--- config.mk ---
export PLATFORM = sky130hd
export DESIGN_NAME = snake_move_ctrl
export DESIGN_NICKNAME = d
export VERILOG_FILES = /design/src/rtl/snake_move_ctrl.sv
export SDC_FILE = /design/constraint.sdc
export NUM_CORES = 1
export LEC_CHECK = 0
export CAP_MARGIN = 20
export CELL_PAD_IN_SITES_DETAIL_PLACEMENT = 1
export CELL_PAD_IN_SITES_GLOBAL_PLACEMENT = 1
export CORE_MARGIN = 2
export CORE_UTILIZATION = 42
export DETAILED_ROUTE_END_ITERATION = 10
export PLACE_DENSITY = 0.95
export RECOVER_POWER = 50
export SYNTH_ARGS = -nofsm -noshare
export SYNTH_HDL_FRONTEND = slang
export SYNTH_SLANG_ARGS = --single-unit
--- constraint.sdc ---
create_clock -name pclk -period 9.3 [get_ports pclk]
set_clock_uncertainty 0.15 [all_clocks]
set_input_delay 1.395 -clock pclk [delete_from_list [all_inputs] [get_ports pclk]]
set_output_delay 1.395 -clock pclk [all_outputs]
set_load 0.01 [all_outputs]
--- src/rtl/snake_move_ctrl.sv ---
// rtl/snake_move_ctrl.sv - snake head movement controller with border collision and start/restart
module snake_move_ctrl #(
   parameter int HOR_PIX         = 1024,
   parameter int VER_PIX         = 768,
   parameter int GRID_SIZE       = 16,
   parameter int FRAME_X_SIZE    = 40,
   parameter int FRAME_Y_SIZE    = 20,
   parameter int FRAMES_PER_STEP = 8
) (
   input  logic        pclk,
   input  logic        rst,
   input  logic        vsync_in,
   input  logic [1:0]  dir_in,
   input  logic        dir_valid,
   input  logic        start,
   output logic [10:0] head_x,
   output logic [10:0] head_y,
   output logic [5:0]  head_col,
   output logic [4:0]  head_row,
   output logic        move_tick,
   output logic        game_over,
   output logic        running
);

   typedef enum logic [1:0] {IDLE, RUN, OVER} state_t;

   localparam int X_OFF = (HOR_PIX - FRAME_X_SIZE * GRID_SIZE) / 2;
   localparam int Y_OFF = (VER_PIX - FRAME_Y_SIZE * GRID_SIZE) / 2;
   localparam int CW    = (FRAMES_PER_STEP > 1) ? $clog2(FRAMES_PER_STEP) : 1;

   localparam logic [5:0]    COL0     = 6'(FRAME_X_SIZE / 2);
   localparam logic [4:0]    ROW0     = 5'(FRAME_Y_SIZE / 2);
   localparam logic [5:0]    COL_LAST = 6'(FRAME_X_SIZE - 1);
   localparam logic [4:0]    ROW_LAST = 5'(FRAME_Y_SIZE - 1);
   localparam logic [10:0]   X0       = 11'(X_OFF + (FRAME_X_SIZE / 2) * GRID_SIZE);
   localparam logic [10:0]   Y0       = 11'(Y_OFF + (FRAME_Y_SIZE / 2) * GRID_SIZE);
   localparam logic [CW-1:0] CNT_LAST = CW'(FRAMES_PER_STEP - 1);

   localparam logic [1:0] DIR_UP    = 2'b00;
   localparam logic [1:0] DIR_RIGHT = 2'b01;
   localparam logic [1:0] DIR_DOWN  = 2'b10;
   localparam logic [1:0] DIR_LEFT  = 2'b11;

   state_t        state_q, state_d;
   logic          vsync_q;
   logic [CW-1:0] frame_cnt, frame_cnt_d;
   logic [1:0]    cur_dir, cur_dir_d;
   logic [1:0]    pending_dir, pending_dir_d;
   logic [5:0]    col_d, next_col;
   logic [4:0]    row_d, next_row;
   logic [10:0]   x_d, y_d;
   logic          tick_d;
   logic          frame_tick, step, hit, dir_accept;
   logic [1:0]    dir_ref;

   // Frame tick, step qualification, candidate next cell and border test
   always_comb begin
      frame_tick = vsync_in & ~vsync_q;
      step       = (state_q == RUN) && frame_tick && (frame_cnt == CNT_LAST);
      next_col   = head_col;
      next_row   = head_row;
      case (pending_dir)
         DIR_UP:    next_row = head_row - 5'd1;
         DIR_RIGHT: next_col = head_col + 6'd1;
         DIR_DOWN:  next_row = head_row + 5'd1;
         DIR_LEFT:  next_col = head_col - 6'd1;
         default:   next_col = head_col;
      endcase
      hit = (next_col == 6'd0) || (next_col == COL_LAST) ||
            (next_row == 5'd0) || (next_row == ROW_LAST);
      // A request arriving with a step is judged against the direction that step commits
      dir_ref    = step ? pending_dir : cur_dir;
      dir_accept = dir_valid && (state_q != OVER) && (dir_in != (dir_ref ^ 2'b10));
   end

   // Next-state and datapath update for IDLE / RUN / OVER
   always_comb begin
      state_d       = state_q;
      frame_cnt_d   = frame_cnt;
      cur_dir_d     = cur_dir;
      pending_dir_d = dir_accept ? dir_in : pending_dir;
      col_d         = head_col;
      row_d         = head_row;
      x_d           = head_x;
      y_d           = head_y;
      tick_d        = 1'b0;
      case (state_q)
         IDLE: begin
            if (start) begin
               state_d     = RUN;
               frame_cnt_d = '0;
            end
         end
         RUN: begin
            if (frame_tick) begin
               frame_cnt_d = step ? '0 : frame_cnt + 1'b1;
            end
            if (step) begin
               cur_dir_d = pending_dir;
               if (hit) begin
                  state_d = OVER;
               end else begin
                  col_d  = next_col;
                  row_d  = next_row;
                  x_d    = 11'(X_OFF) + 11'(next_col) * 11'(GRID_SIZE);
                  y_d    = 11'(Y_OFF) + 11'(next_row) * 11'(GRID_SIZE);
                  tick_d = 1'b1;
               end
            end
         end
         OVER: begin
            if (start) begin
               state_d       = IDLE;
               frame_cnt_d   = '0;
               cur_dir_d     = DIR_RIGHT;
               pending_dir_d = DIR_RIGHT;
               col_d         = COL0;
               row_d         = ROW0;
               x_d           = X0;
               y_d           = Y0;
            end
         end
         default: state_d = IDLE;
      endcase
   end

   // State and datapath registers; reset returns everything to the centre, heading right
   always_ff @(posedge pclk or posedge rst) begin
      if (rst) begin
         state_q     <= IDLE;
         vsync_q     <= 1'b0;
         frame_cnt   <= '0;
         cur_dir     <= DIR_RIGHT;
         pending_dir <= DIR_RIGHT;
         head_col    <= COL0;
         head_row    <= ROW0;
         head_x      <= X0;
         head_y      <= Y0;
         move_tick   <= 1'b0;
      end else begin
         state_q     <= state_d;
         vsync_q     <= vsync_in;
         frame_cnt   <= frame_cnt_d;
         cur_dir     <= cur_dir_d;
         pending_dir <= pending_dir_d;
         head_col    <= col_d;
         head_row    <= row_d;
         head_x      <= x_d;
         head_y      <= y_d;
         move_tick   <= tick_d;
      end
   end

   assign running   = (state_q == RUN);
   assign game_over = (state_q == OVER);

endmodule

==> results of run 1 <==
==> routing by layer <==
metal | GRT usage (%) | routed length [µm] | up-vias | part of all wire (%)
li1 | - | - | 825 | -
met1 | 30.8 | 2600 | 889 | 42
met2 | 36.7 | 3080 | 78 | 49
met3 | 5.03 | 292 | 26 | 4.7
met4 | 13.5 | 268 | 0 | 4.3
met5 | 0 | 0 | - | 0
==> power by group <==
| part | switching [W] | internal [W] |
|---|---|---|
| clock | 0.0000546 | 0.0000509 |
| combinational | 0.000192 | 0.000152 |
| sequential | 0.0000473 | 0.000181 |
==> worst min path at each step <==
stage	startpoint	to	slack, ns	cells after the start
floorplan	state_q[1]	state_q[0]	0.28	1
global placement	state_q[1]	state_q[0]	0.30	1
detailed placement	state_q[1]	state_q[0]	0.33	1
CTS	state_q[1]	state_q[0]	0.32	1
global route	state_q[1]	state_q[0]	0.37	1
finish	state_q[1]	state_q[0]	0.33	1
==> sequential cells by signal, indices dropped and copies added (netlist names) <==
signal	count
head_col	6
head_row	5
head_x	5
head_y	5
frame_cnt	3
cur_dir	2
pending_dir	2
state_q	2
move_tick	1
vsync_q	1
==> area by class of cell <==
cell class | count | area share, %
well taps | 70 | 3.42
multi-input cells | 168 | 46.9
flip-flops and latches | 32 | 31.8
inverters | 12 | 1.86
clock buffers | 6 | 2.84
repair buffers | 34 | 13.1
clock inverters | 1 | 0.196
==> cells in the mapped netlist (all sizes together) (2+ instances only) <==
| master | n | share of area [%] |
|---|---|---|
| a211o | 2 | 0.81 |
| a211oi | 2 | 0.70 |
| a21o | 3 | 1.0 |
| a21oi | 8 | 2.4 |
| and2 | 2 | 0.58 |
| buf | 17 | 5.5 |
| clkbuf | 3 | 0.52 |
| clkinv | 2 | 0.35 |
| dfrtp | 23 | 27 |
| dfstp | 9 | 11 |
| ha | 9 | 5.2 |
| inv | 10 | 1.9 |
| mux2 | 2 | 1.4 |
| mux2i | 14 | 6.7 |
| nand2 | 25 | 4.7 |
| nand2b | 7 | 2.0 |
| nand3 | 6 | 1.4 |
| nand3b | 2 | 0.70 |
| nor2 | 13 | 2.4 |
| nor3 | 6 | 1.4 |
| nor4 | 4 | 1.2 |
| o211ai | 2 | 0.70 |
| o21ai | 12 | 2.8 |
| o22ai | 2 | 0.87 |
| o31ai | 2 | 0.70 |
| xnor2 | 10 | 4.4 |
| xor2 | 6 | 2.4 |
==> layout by cell type (no fill, tap or decap), types with 2 or more instances in the layout <==
cell / count
a211oi_1: 2
nor3_1: 6
conb_1: 9
dlygate4sd3_1: 11
clkdlybuf4s50_1: 22
a21oi_1: 7
ha_1: 9
mux2i_1: 13
dfrtp_1: 23
xor2_1: 6
dfstp_2: 9
nand3_1: 6
o21ai_0: 12
clkbuf_8: 5
nand3b_1: 2
o31ai_1: 2
and2_1: 2
nor4_1: 4
clkinv_1: 2
a21o_1: 3
inv_1: 9
nor2_1: 12
clkbuf_1: 2
a211o_1: 2
xnor2_1: 9
mux2_4: 2
nand2_1: 24
nand2b_1: 7
o211ai_1: 2
==> worst max-delay path, cell delays in order, from the launching register on <==
cell and delay, ns:
dfstp_2 0.78, clkinv_1 0.35, nand2_1 0.23, inv_1 0.07, fa_1 0.41, nand2b_1 0.18
a21oi_1 0.25, xnor2_1 0.15, o31ai_1 0.52, a32oi_4 0.31, a21oi_4 0.42, mux2_4 0.33
==> stage by stage <==
step                worst slack (ns)  cells  power, W  utilization, %
detailed placement              5.26    316  0.000557            49.3
finish                          5.04    323  0.000678            50.7
CTS                             5.10    323  0.000677            50.8
global placement                5.33    316  0.000542            49.3
global route                    4.82    323  0.000716            50.7
floorplan                       5.70    232  0.000456               -
==> cells by family (layout without fill, tap and decap cells) <==
group | Yosys count | after routing | synth area share [%]
compound gates | 44 | 44 | 15.5
xor+xnor | 16 | 16 | 6.84
fa+ha+maj | 10 | 10 | 6.15
buf+inv | 32 | 53 | 8.23
flops | 32 | 32 | 37.6
mux | 16 | 16 | 8.06
other cells | 1 | 9 | 0.174
simple gates | 73 | 73 | 17.4
==> reports/results.ini, run 1 <==
[finish]
nNetsFinal = 270
multi_input_area_um2 = 1200
final_area_um2 = 2560
fillCellCount = 587
area_growth_pct = 18.5
diodes = 0
drive_gt1_share_pct = 11.5
regArea_um2 = 812

[clock_network]
cts_resized = 0
clk_pin_slew_ns = 0.07
cts_tree = done
cts_root_buffer = clkbuf_8
cts_buffers = 5
cts_sinks = 32
clk-insertion-delay-late_ns = 0.29
holdBufCountCts = 0
cts_buffer_depth = 2
htree_levels = 2
postCtsSetupBuffers = 0

[placement]
place_area_um2 = 2480
gp_congestion = 0.824
portBuffers = 33
dp_hpwl_um = 4100

[timing]
period_share_pct = 45.8
fin_crit_ns = 4.26
hold_viol = 0
drv_slew = 33
max_slew.worst_pin.slew_ns = 1.81
fmax_mhz = 235
timing.hold.ws_ns = 0.327
slew_headroom_pct = -20.5
rsz0062_at_grt = false
tns_ns = 0
setup_violations = 0

[routing]
ant_nets = 0
num_vias = 1818
drt_wl_total_um = 6250
wl_per_cell_um = 19.3
firstDrtPassIters = 4
drc_errors = 0
detail_route.vias_per_cell = 5.63
first_iter_violations = 142

[global_routing]
grt_pass1_wl_um = 9760
grt_pass1_vias = 1885
grt_max_degree = 33
grt_usage_pct = 23.7
grt.overflow.total = 0
antenna_found_initial = 0

[power]
leakage_nw = 1.15
vdd_drop_max_mv = 0.165
power_density_nw_per_um2 = 265

[run]
cap_violations = 1

[critical_path]
r2r_slack_ns = 5.04
r2r-end = head_x[10]
r2r-start = pending_dir[0]
startpoint_type = flip-flop
r2r_cells = 11
crit_arrival_ns = 4.29
startpoint = pending_dir[0]
crit_required_ns = 9.33
cp-end-kind = flip-flop
cp_max_fo = 22
crit_type = reg -> reg
cp-endpoint = head_x[10]

[floorplan]
core_um2 = 5040
die-height_um = 75.7
die_x_um = 75.7
die_area_um2 = 5730
ioPinCount = 43
floorplan.rows = 26
start_util_pct = 42.8

[logic_synthesis]
synth.distinct_cells = 58
synth_cells = 224
yosys_warnings = 0
synth-seq-cells = 32
syn_area_per_cell_um2 = 9.64
synth_top_flop_cell = dfrtp_1
synth-edff-count = 0
ys_seq_area_share_pct = 37.6
async_flop_share_pct = 100
synthesis.area_um2 = 2160

[run_status]
violations = capacitance limit, slew limit
outcome = complete, but fails checks

[hold_path]
hold_class = reg -> reg

No activity file was read; power rests on OpenSTA's default activity.
==> run 2: changes to the inputs <==
CORE_UTILIZATION = 36   (was 42)
PLACE_DENSITY = 0.89   (was 0.95)
clock period = 3.7 ns   (was 9.3 ns; I/O delays follow)
==> run 2 against run 1 <==
Effect of this change:
- the flow still finishes with violations (capacitance limit, slew limit)
- via count fell by 2.2%
- largest power group unchanged
- power increased to 2.6 times the previous value
- cell count rose by 3.1%
- critical endpoint is now head_col[0]
- largest cell class unchanged
- sequential cell count is the same
- core utilization decreased by 5.9 points
==> reports/results.ini, run 2 (same netlist as run 1, synthesis figures left out) <==
[routing]
ant_nets = 0
drc_errors = 0
first_iter_violations = 98
wl_per_cell_um = 17.4
detail_route.vias_per_cell = 5.34
drt_wl_total_um = 5800
firstDrtPassIters = 4
num_vias = 1778

[finish]
regMostFlops = head_col
area_growth_pct = 21.6
diodes = 0
fillCellCount = 665
final_cell_mix = nand2_1 (24), dfrtp_1 (23), clkdlybuf4s50_1 (23), mux2i_1 (13)
final_area_um2 = 2630
nNetsFinal = 275
fin_util_pct = 44.9
drive_gt1_share_pct = 14.0
layout_commonest_cell = nand2_1
largest_register_ffs = 6

[power]
switching_share_pct = 41.1
pwr-share-comb_pct = 51.8
finalPower_w = 0.00175
vdd_drop_max_mv = 0.275
leakage_nw = 1.18
intPower_w = 0.00103
power_density_nw_per_um2 = 665
netSwitchingPower_w = 0.000718
clkPwrFrac_pct = 16.8
power_frac_seq_pct = 31.4

[timing]
setup_violations = 0
hold_viol = 0
drv_slew = 33
fin_crit_ns = 3.53
slew_headroom_pct = -21.2
max_slew.worst_pin.slew_ns = 1.82
period_share_pct = 95.3
timing.hold.ws_ns = 0.327
fmax_mhz = 283
rsz0062_at_grt = true

[clock_network]
htree_levels = 2
cts_buffer_depth = 2
cts_root_buffer = clkbuf_8
holdBufCountCts = 0
cts_sinks = 32
cts_buffers = 5
cts_tree = done
clk_pin_slew_ns = 0.07
clk-insertion-delay-late_ns = 0.29

[floorplan]
floorplan.rows = 28
start_util_pct = 36.9
core_um2 = 5850
die_x_um = 81.4
die_area_um2 = 6630
ioPinCount = 43
die-height_um = 81.4

[global_routing]
grt.overflow.total = 0
grt_pass1_wl_um = 9430
antenna_found_initial = 0
grt_usage_pct = 19.0
grt_pass1_vias = 1856
grt_max_degree = 33

[critical_path]
crit_buf_inv = 2
startpoint_type = flip-flop
crit_arrival_ns = 3.55
path_delay_family = compound AO/OA/AOI/OAI gates
cp-end-kind = flip-flop
crit_type = reg -> reg
crit_required_ns = 3.73
crit_chain = clkinv_1 -> nand2_1 -> inv_1 -> fa_1 -> nand2b_1 -> a21oi_1 -> xnor2_1 -> a311o_1 -> a32oi_4 -> a21oi_4 -> a221o_1
cp_max_fo = 10
cp_slowest_stage_delay_ns = 0.64
crit_path_top_delay_cell = dfstp_2

[run_status]
violations = capacitance limit, slew limit
outcome = complete, but fails checks

[placement]
portBuffers = 33
dp_hpwl_um = 4210
place_area_um2 = 2510
gp_congestion = 0.785

[run]
cap_violations = 1

[hold_path]
hold_class = reg -> reg

## run 2: changes by cell type in the layout (fill, tap and decap cells not counted), sizes merged
cell           delta
dlygate4sd3       -1
clkbuf            +1
clkinv            -1
buf               +5
clkdlybuf4s50     +1
## run 2: layer usage
| layer | vias to the layer above | share of wire (%) | global-route usage (%) |
|---|---|---|---|
| met2 | 34 | 50 | 32.5 |
| met3 | 13 | 3.3 | 3.30 |
| met4 | 0 | 2.2 | 7.97 |
| li1 | 835 | - | - |
| met1 | 896 | 44 | 23.5 |
| met5 | - | 0 | 0 |
## run 2: power groups by stage
stage               logic [W]  clock network (W)  registers [W]
CTS                  0.000895           0.000302       0.000546
detailed placement   0.000878                  0       0.000552
floorplan            0.000611                  0       0.000534
global placement     0.000834                  0       0.000546
finish               0.000905           0.000294       0.000547
global route          0.00100           0.000315       0.000560
## run 2: cell type report
type                       instances  area [µm²]  share of cell area, %
sequential                        32         812                   30.9
multi-input combinational        168        1200                   45.9
inverter                          12        47.5                   1.81
clock buffer                       7        96.3                   3.67
tap                               75        93.8                   3.57
timing repair buffer              39         372                   14.2
## run 2: final timing paths
path | from | cells after the start | slack (ns) | to
worst max register to register | pending_dir[0] | 11 | 0.17 | head_col[0]
worst min-delay path | state_q[1] | 1 | 0.33 | state_q[0]
min in group asynchronous | rst | 3 | 1.20 | head_col[0]
max in group asynchronous | rst | 3 | 1.15 | pending_dir[1]
worst min register to register | state_q[1] | 1 | 0.33 | state_q[0]
worst max-delay path | pending_dir[0] | 11 | 0.17 | head_col[0]
## run 2: stage by stage
step	instances	setup slack [ns]	setup TNS, ns
floorplan	232	0.0997	0
global placement	324	0.274	0
detailed placement	324	0.102	0
CTS	331	0.0714	0
global route	333	-0.00726	-0.00726
finish	333	0.172	0
## run 2: timing repair
action,4_1_cts,5_1_grt
endpoints found under the setup margin,0,7
buffers inserted,0,2
resized for setup,0,1
==> RTL change 1: new RTL, settings of run 2 <==
Change the parameter `FRAMES_PER_STEP` from 8 to 16.
--- a/src/rtl/snake_move_ctrl.sv
+++ b/src/rtl/snake_move_ctrl.sv
@@ -5,7 +5,7 @@
    parameter int GRID_SIZE       = 16,
    parameter int FRAME_X_SIZE    = 40,
    parameter int FRAME_Y_SIZE    = 20,
-   parameter int FRAMES_PER_STEP = 8
+   parameter int FRAMES_PER_STEP = 16
 ) (
    input  logic        pclk,
    input  logic        rst,
Behaviour: same outputs for any inputs over 10 cycles, from zero or initial values and one cycle with rst high; that may be too few to reach the edited logic, so the function may still have changed.
==> RTL change 1 against run 2 <==
- worst hold slack improved by 55 ps
- worst setup slack improved by 55 ps
- area after synthesis rose by 11%
- power fell by 4.9%
- clock power rose by 20%
- global-route usage fell by 0.81 points
- routed wire length rose by 7.8%
- design area rose by 8.8%
- core utilization fell by 0.16 points
- sequential cell count rose by 1
- final cell count rose by 8.1%
- largest power group unchanged
==> RTL change 1: results (changes against run 2) <==
| Metric | Value |
|---|---|
| Status | complete, no violations (was finished with violations) |
| Hold path depth | 2 (was 1) |
| Yosys cell types | 62 (was 58) |
| Tightest Pin Transition | 980.8 ps (was 1818 ps) |
| CP max-delay cell | fa_1 (was dfstp_2) |
| Met1 Usage GRT | 22.53% (was 23.49%) |
| GR met3 Demand/Resource | 2.918% (was 3.297%) |
| Combinational share of power | 47.2% (was 51.8%) |
| Clk slew on worst S/H paths | 90 ps (was 70 ps) |
| DR WL met2 | 3153 um (was 2913 um) |
| Crit path capture | head_x[10] (was head_col[0]) |
| Vias in the first global route | 2079 (was 1856) |
| WL met1 | 2763 um (was 2561 um) |
| H-tree depth | 2 (unchanged) |
| First-pass GRT wire length | 10460 um (was 9425 um) |
| Tot GR Track Use | 18.17% (was 18.98%) |
| Clk pwr share | 21.3% (was 16.8%) |
| Fillers | 721 (was 665) |
| R2r setup slk | 230 ps (was 170 ps) |
| Static Leakage | 1.243 nW (was 1.183 nW) |
| Arrival @ worst endpoint | 3530 ps (was 3550 ps) |
| Synth top area cells | dfrtp_1 (25%), dfstp_2 (9.9%), mux2i_1 (7.1%), ha_1 (4.2%), buf_4 (4.1%) (was dfrtp_1 (27%), dfstp_2 (11%), mux2i_1 (6.0%), ha_1 (5.2%), buf_4 (4.2%)) |
| Largest stage delay on the critical path | 620 ps (was 640 ps) |
| Met2 Track Usage GR | 31.32% (was 32.54%) |
| Layout cell share with drive strength beyond 1 | 12.72% (was 13.95%) |
| Maximum fanout along the worst path | 15 (was 10) |
| GPL Wtd Cong | 0.8227 (was 0.7846) |
| Vias per inst | 5.483 (was 5.339) |
| Hold Path Sink | head_x[7] (was state_q[0]) |
| Final wirelength | 6252 um (was 5797 um) |
| Dpl hpwl | 4572 um (was 4215 um) |
| Hold Worst Slack | 381.4 ps (was 326.8 ps) |
| Clock Power | 0.353 mW (was 0.294 mW) |
| HP Start | head_x[7] (was state_q[1]) |
| F_max | 288.0 MHz (was 283.5 MHz) |
| Most instantiated cells after synthesis | dfrtp_1 (24), nand2_1 (24), inv_1 (17), mux2i_1 (17), nor2_1 (14) (was nand2_1 (24), dfrtp_1 (23), mux2i_1 (13)) |
| Largest net degree at the start of global routing | 34 (was 33) |
| Peak VDD IR | 0.0003366 V (was 0.0002754 V) |
| Area after DPL | 2740 um2 (was 2512 um2) |
| 1st-iter DRT viols | 78 (was 98) |
==> RTL change 1: changes by cell type in the layout (fill, tap and decap cells not counted), moves of 4 or more <==
cell     before  now
inv_1         9   17
nor3_1        6    1
mux2i_1      13   17
nor2b_1       1    5
nor3b_1       0    4
==> RTL change 1: cells by family (layout without fill, tap and decap cells) <==
logic type / after synthesis / count (layout) / synth area share, %
adders and majority gates: 9 / 9 / 5.032
xor gates and xnor gates: 13 / 13 / 5.084
buffers and inverters: 42 / 65 / 9.538
AOI/OAI and AO/OA: 52 / 52 / 17.51
and+or+nand+nor: 83 / 83 / 19.55
muxes: 19 / 19 / 8.071
DFF: 33 / 33 / 35.06
other: 1 / 9 / 0.1571
==> RTL change 1: final cells by class <==
type	count	area, um2	share of cell area, %
clock buffer	5	68.82	2.410
clock inverter	3	46.29	1.621
tap	77	96.34	3.374
multi-input combinational	185	1360	47.63
sequential	33	837.1	29.32
inverter	17	63.81	2.235
timing repair buffer	40	382.9	13.41
==> RTL change 2: new RTL, settings of run 2 <==
Made on the original files. Put a register stage on the outputs `game_over` and `running`. The values now appear one clock later. The other outputs are not delayed to match.
--- a/src/rtl/snake_move_ctrl.sv
+++ b/src/rtl/snake_move_ctrl.sv
@@ -151,8 +151,10 @@
       end
    end
 
-   assign running   = (state_q == RUN);
-   assign game_over = (state_q == OVER);
+   always_ff @(posedge pclk) begin
+      game_over <= (state_q == OVER);
+      running   <= (state_q == RUN);
+   end
 
 endmodule
 
Behaviour: not the same (Yosys sat finds a counterexample within 4 cycles, from zero or initial values and one cycle with rst high).
==> RTL change 2 against run 2 <==
- the flow still finishes with violations (capacitance limit, slew limit)
- sequential power rose by 13%
- combinational power rose by 44%
- count of clock-buffer cells in the layout did not move
- design area rose by 1.4%
- routed wire length fell by 5.0%
- critical path depth did not move
- worst setup slack improved by 53 ps
- power rose by 26%
- sequential share of layout area rose by 1.1 points
- sequential cell count rose by 2
- fmax rose by 1.5%
- area after synthesis rose by 2.4%
- critical endpoint is now head_y[6]
- largest power group unchanged
==> RTL change 2: results (changes against run 2) <==
| Metric | Value |
|---|---|
| Hold Path Sink | running (was state_q[0]) |
| 1st-iter DRT viols | 73 (was 98) |
| Uppermost layer routed | met4 (unchanged) |
| First-pass GRT wire length | 9204 um (was 9425 um) |
| Synth top area cells | dfrtp_1 (26%), dfstp_2 (11%), ha_1 (5.1%), mux2i_1 (4.1%), buf_4 (4.1%) (was dfrtp_1 (27%), dfstp_2 (11%), mux2i_1 (6.0%), ha_1 (5.2%), buf_4 (4.2%)) |
| Fillers | 682 (was 665) |
| Async SR Flop Fraction | 94.12% (was 100.0%) |
| Sequential share of the synthesized area | 38.56% (was 37.62%) |
| Slew headroom | -13.35% (was -21.23%) |
| Peak VDD IR | 0.0003783 V (was 0.0002754 V) |
| Met2 Track Usage GR | 28.71% (was 32.54%) |
| Maxcap violations | 1 (unchanged) |
| Area after DPL | 2559 um2 (was 2512 um2) |
| Final wirelength | 5509 um (was 5797 um) |
| WL met1 | 2514 um (was 2561 um) |
| RR Endpoint | head_y[6] (was head_col[0]) |
| CP max-delay cell | or4b_2 (was dfstp_2) |
| Final Non-Filler Cells | 330 (was 333) |
| Switch share | 42.42% (was 41.14%) |
| GPL Wtd Cong | 0.8733 (was 0.7846) |
| DR WL met2 | 2652 um (was 2913 um) |
| Worst r2r src | head_col[1] (was pending_dir[0]) |
| R2r setup slk | 230 ps (was 170 ps) |
| Yosys cell types | 55 (was 58) |
| Status | finished with violations (unchanged) |
| Violated checks | capacitance limit, slew limit (unchanged) |
| Root cell of the clock tree | clkbuf_8 (unchanged) |
| Synth Area in Adders | 6.002% (was 6.145%) |
| Layout cell share with drive strength beyond 1 | 17.25% (was 13.95%) |
| Mux share of post-synthesis cell area | 8.494% (was 8.058%) |
| Dpl hpwl | 3988 um (was 4215 um) |
| Most instantiated cells after synthesis | dfrtp_1 (23), nand2_1 (14), buf_4 (12), inv_1 (11), nand3_1 (11) (was nand2_1 (24), dfrtp_1 (23), mux2i_1 (13)) |
| Family with the most delay on the worst path | simple AND/OR/NAND/NOR gates (was compound AO/OA/AOI/OAI gates) |
| XOR/XNOR share of the synthesized area | 5.889% (was 6.841%) |
| NumNets Final | 271 (was 275) |
| Vias per inst | 5.403 (was 5.339) |
| Vias in the first global route | 1821 (was 1856) |
| Fin. max-slew vios | 33 (unchanged) |
| Met1 Usage GRT | 24.66% (was 23.49%) |
| Largest stage delay on the critical path | 680 ps (was 640 ps) |
| Critical path launch point | head_col[1] (was pending_dir[0]) |
| Placed cell count | 321 (was 324) |
| GR met3 Demand/Resource | 3.043% (was 3.297%) |
| Arrival @ worst endpoint | 3500 ps (was 3550 ps) |
| Static Leakage | 1.138 nW (was 1.183 nW) |
| Tot GR Track Use | 18.06% (was 18.98%) |
RTL change 2: cell type report:
cell class,instances,area [um2],share of cell area [%]
Tap cell,75,93.84,3.526
Sequential cell,34,852.1,32.02
Timing Repair Buffer,41,386.6,14.53
Clock buffer,7,86.33,3.244
Clock inverter,1,5.005,0.1881
Inverter,11,41.29,1.551
Multi-Input combinational cell,161,1196,44.95
RTL change 2: how the worst max path moves through the flow:
stage / slack (ps) / endpoint / cells after the start
after global routing: 7 / head_y[6] / 11
after CTS: 200 / head_x[6] / 12
after floorplan: 10 / head_row[2] / 19
after global placement: 320 / head_x[6] / 12
final: 230 / head_y[6] / 11
after detailed placement: 230 / head_y[6] / 11
RTL change 2: power groups by stage:
stage	combinational (mW)	sequential [mW]	clock [mW]
2_1_floorplan	0.866	0.622	0
3_3_place_gp	1.22	0.619	0
3_5_place_dp	1.27	0.624	0
4_1_cts	1.30	0.618	0.291
5_1_grt	1.43	0.639	0.313
6_report	1.30	0.617	0.287
